`config.mk`:
```
export PLATFORM = sky130hd
export DESIGN_NAME = prio_enc4_reg
export DESIGN_NICKNAME = d
export VERILOG_FILES = /design/src/rtl/prio_enc_pkg.sv /design/src/rtl/prio_enc_core.sv /design/src/rtl/prio_enc4_reg.sv
export SDC_FILE = /design/constraint.sdc
export NUM_CORES = 1
export LEC_CHECK = 0
export BUFFER_PORTS_ARGS = -buffer_cell sky130_fd_sc_hd__buf_2
export CORE_AREA = 2 2 39 41
export CTS_BUF_LIST = sky130_fd_sc_hd__clkbuf_8
export DETAILED_ROUTE_END_ITERATION = 10
export DIE_AREA = 0 0 41 43
export PLACE_DENSITY_LB_ADDON = 0.25
export SYNTH_ARGS = -nofsm -noshare
export SYNTH_HDL_FRONTEND = slang
export SYNTH_SLANG_ARGS = --single-unit
```
`constraint.sdc`:
```
create_clock -name clk -period 0.8 [get_ports clk]
set_clock_uncertainty 0.2 [all_clocks]
set_input_delay 0.08 -clock clk [delete_from_list [all_inputs] [get_ports clk]]
set_output_delay 0.08 -clock clk [all_outputs]
set_load 0.005 [all_outputs]
```
`src/rtl/prio_enc_pkg.sv`:
```
// Shared definitions for the priority-encoder cores: implementation selectors
// and the index-width helper used to size result buses.
package prio_enc_pkg;

  localparam int ENC_CASE = 0;
  localparam int ENC_IF   = 1;
  localparam int ENC_LOOP = 2;

  // A two-input encoder still needs one index bit.
  function automatic int idx_width(input int width);
    return (width <= 2) ? 1 : $clog2(width);
  endfunction

endpackage

```
`src/rtl/prio_enc_core.sv`:
```
// Combinational MSB-first priority encoder with three selectable, independently
// written implementations. Result is {valid, index}.
module prio_enc_core
  import prio_enc_pkg::*;
#(
  parameter int WIDTH = 4,
  parameter int IMPL  = ENC_CASE
) (
  input  logic [WIDTH-1:0]          a,
  output logic [idx_width(WIDTH):0] y
);

  localparam int IW = idx_width(WIDTH);

  if (IMPL == ENC_CASE) begin : g_case
    if (WIDTH == 2) begin : g_w2
      always_comb begin
        casez (a)
          2'b1?:   y = 2'b11;
          2'b01:   y = 2'b10;
          default: y = 2'b00;
        endcase
      end
    end else if (WIDTH == 4) begin : g_w4
      always_comb begin
        casez (a)
          4'b1???: y = 3'b111;
          4'b01??: y = 3'b110;
          4'b001?: y = 3'b101;
          4'b0001: y = 3'b100;
          default: y = 3'b000;
        endcase
      end
    end else if (WIDTH == 8) begin : g_w8
      always_comb begin
        casez (a)
          8'b1???????: y = {1'b1, 3'd7};
          8'b01??????: y = {1'b1, 3'd6};
          8'b001?????: y = {1'b1, 3'd5};
          8'b0001????: y = {1'b1, 3'd4};
          8'b00001???: y = {1'b1, 3'd3};
          8'b000001??: y = {1'b1, 3'd2};
          8'b0000001?: y = {1'b1, 3'd1};
          8'b00000001: y = {1'b1, 3'd0};
          default:     y = '0;
        endcase
      end
    end else begin : g_w16
      always_comb begin
        casez (a)
          16'b1???????????????: y = {1'b1, 4'd15};
          16'b01??????????????: y = {1'b1, 4'd14};
          16'b001?????????????: y = {1'b1, 4'd13};
          16'b0001????????????: y = {1'b1, 4'd12};
          16'b00001???????????: y = {1'b1, 4'd11};
          16'b000001??????????: y = {1'b1, 4'd10};
          16'b0000001?????????: y = {1'b1, 4'd9};
          16'b00000001????????: y = {1'b1, 4'd8};
          16'b000000001???????: y = {1'b1, 4'd7};
          16'b0000000001??????: y = {1'b1, 4'd6};
          16'b00000000001?????: y = {1'b1, 4'd5};
          16'b000000000001????: y = {1'b1, 4'd4};
          16'b0000000000001???: y = {1'b1, 4'd3};
          16'b00000000000001??: y = {1'b1, 4'd2};
          16'b000000000000001?: y = {1'b1, 4'd1};
          16'b0000000000000001: y = {1'b1, 4'd0};
          default:              y = '0;
        endcase
      end
    end
  end else if (IMPL == ENC_IF) begin : g_if
    // Unrolled else-if chain from the MSB: the first hit blocks all lower bits.
    always_comb begin
      logic hit;
      hit = 1'b0;
      y   = '0;
      for (int i = WIDTH - 1; i >= 0; i--) begin
        if (hit) begin
          hit = 1'b1;
        end else if (a[i]) begin
          hit = 1'b1;
          y   = {1'b1, IW'(i)};
        end
      end
    end
  end else begin : g_loop
    // Scan upward; a later (higher) hit overwrites an earlier one.
    always_comb begin
      y = '0;
      for (int i = 0; i < WIDTH; i++) begin
        if (a[i]) y = {1'b1, IW'(i)};
      end
    end
  end

endmodule

```
`src/rtl/prio_enc4_reg.sv`:
```
// Registered priority encoder: three encoder cores run in parallel, core 0
// drives the output and any disagreement between cores is flagged.
module prio_enc4_reg
  import prio_enc_pkg::*;
#(
  parameter int WIDTH = 4
) (
  input  logic                      clk,
  input  logic                      rst,
  input  logic [WIDTH-1:0]          a,
  output logic [idx_width(WIDTH):0] y,
  output logic                      mismatch
);

  localparam int IW = idx_width(WIDTH);

  logic [IW:0] enc_case;
  logic [IW:0] enc_if;
  logic [IW:0] enc_loop;
  logic        disagree;

  prio_enc_core #(.WIDTH(WIDTH), .IMPL(ENC_CASE)) u_case (.a(a), .y(enc_case));
  prio_enc_core #(.WIDTH(WIDTH), .IMPL(ENC_IF))   u_if   (.a(a), .y(enc_if));
  prio_enc_core #(.WIDTH(WIDTH), .IMPL(ENC_LOOP)) u_loop (.a(a), .y(enc_loop));

  assign disagree = (enc_case != enc_if) | (enc_case != enc_loop);

  // Output register stage
  always_ff @(posedge clk) begin
    if (rst) begin
      y        <= '0;
      mismatch <= 1'b0;
    end else begin
      y        <= enc_case;
      mismatch <= disagree;
    end
  end

endmodule

```
==> impl_metrics.ini <==
[run_status]
status = complete, but fails checks
failed_checks = negative hold slack, negative setup slack

[cells_and_area]
multiInputGateArea_sq_um = 35.0
layout-drive-gt1-share = 0.542
finalNonFillerCells = 40
fillers = 158
syn_to_final_growth_pct = 89.5
final_cell_mix = buf_2 (9), dfxtp_1 (4), nor2_1 (3), clkbuf_8 (3)
regArea_sq_um = 80.1
fin_nets = 32
final_common_cell = buf_2
diodes = 0

[power]
power_mw = 0.669
power_frac_comb = 0.063
ir_worst_vdd_v = 0.000298
powerDensity_nw_per_um2 = 2970
seqPwrFrac = 0.323
clockPowerShare = 0.614
netSwitchingPower_mw = 0.113
leakage_nw = 0.112
power.internal_mw = 0.556
p_sw_frac = 0.169

[worst_setup_path]
crit_path_top_delay_cell = dfxtp_1
crit_path_max_fanout = 1
end_kind = output port
max_stage_delay_ns = 0.28
critPathLaunchType = register
cp_cell_sequence = buf_2
worstSetupPathType = reg2out
critPathTopFamily = flip-flops
cp.arrival_ns = 0.61
required_ns = 0.52
path_buf_inv = 1

[timing]
setup_slack_ns = -0.0902
timing.final.crit_share = 1.11
setup_violations = 4
drv_slew = 0
fmax_mhz = 1120
fin_tns_setup_ns = -0.355
hold_slack_ns = -0.138
finalHoldViolCount = 3
rsz0062_at_grt = true
fin_crit_ns = 0.890

[floorplanning]
die_h_um = 43
initial_core_util = 0.0859
io_pins = 10
core-area_sq_um = 1380
dieArea_sq_um = 1760
die_x_um = 41
fp-row-count = 14

[worst_hold_path]
min_path_cells = 2
hp-class = in2reg
worstHoldStart = rst
whs_endpoint = y[0]

[routing]
drcViolationCount = 0
drt_iter0_markers = 0
drt-total-wl_um = 296
wl_per_cell_um = 7.40
drt_first_pass_iters = 1
postRouteAntennaNets = 0
via_per_inst = 3.00
vias = 120

[global_route]
grt_pass1_wl_um = 476
grt_pass1_vias = 130
antenna_found_initial = 0
grt.overflow.total = 0
grt_usage = 0.0532
grt_max_degree = 4

[clocking]
cts.sinks = 4
cts_max_path_buffers = 2
ctsResizeCount = 0
cts.htree.levels = 1
root_buffer = clkbuf_8
path_clk_slew_ns = 0.03
cts_tree = built
cts_buffers = 3

[placed_design]
io_buffer_count = 9
placed_cells = 37
place_congestion = 0.540

[yosys]
netlist_instances = 12
yosys_warnings = 0
synth_area_sq_um = 119
syn_avg_cell_area_sq_um = 9.91
synthesis.nets = 18
synthDistinctLibCells = 7
ys_ff_latch = 4
yosysSeqAreaShare = 0.674

[flow_run]
maxCapViolCount = 0
[Yosys cell counts]
library cell  n  area share
inv_1         1       0.032
nor2_1        3       0.095
conb_1        1       0.032
a21oi_1       1       0.042
dfxtp_1       4        0.67
nand2b_1      1       0.053
a21oi_2       1       0.074
[state kept, by name, summed over array words and instances, names as in the netlist]
| register | flops |
|---|---|
| y | 3 |
| mismatch | 1 |
[layout make-up]
type	count	share of cell area
timing repair buffer	9	0.200
multi-input combinational	7	0.156
inverter	1	0.0167
sequential	4	0.356
clock buffer	3	0.183
tap	16	0.0889
[power by group through the flow]
stage	sequential [mW]	clock [mW]	combinational, mW
floorplan	0.221	0	0.0115
global placement	0.218	0	0.0420
detailed placement	0.219	0	0.0425
CTS	0.216	0.427	0.0427
global route	0.217	0.443	0.0486
finish	0.216	0.411	0.0421
[how the worst max path moves through the flow]
stage	start	endpoint	slack, ns	cells after the start
2_1_floorplan	a[2]	y[0]	0.21	2
3_3_place_gp	a[2]	y[0]	0.09	3
3_5_place_dp	a[3]	y[2]	0.08	3
4_1_cts	mismatch	mismatch	-0.10	1
5_1_grt	y[2]	y[2]	-0.12	1
6_report	mismatch	mismatch	-0.09	1
[metal layers]
layer,wire length [um],vias up,GRT usage
met1,140,48,0.0482
li1,-,60,-
met5,0,-,0
met2,85,10,0.0438
met4,4,0,0.0800
met3,66,2,0.0628
[cell families (layout without fill, tap and decap cells)]
family          Yosys count  in the layout  share of synthesized area
compound gates            2              2                      0.116
buf+inv                   1             13                     0.0315
flops                     4              4                      0.674
other cells               1              1                     0.0315
simple gates              4              4                      0.147
[per-stage QoR]
stage	worst slack [ns]	hold slack, ns	area [sq um]	utilization
4_1_cts	-0.101	-0.142	225	0.163
2_1_floorplan	0.210	-0.0576	119	-
3_5_place_dp	0.0777	0.0804	184	0.133
5_1_grt	-0.120	-0.130	225	0.163
6_report	-0.0902	-0.138	225	0.163
3_3_place_gp	0.0875	0.0745	184	0.133
[repair_timing]
item / 4_1_cts / 5_1_grt
buffers inserted: 0 / 0
hold endpoints to repair: 3 / 3
endpoints found under the setup margin: 4 / 4
gates cloned: 0 / 0
Power figures use the tool's default switching activity.
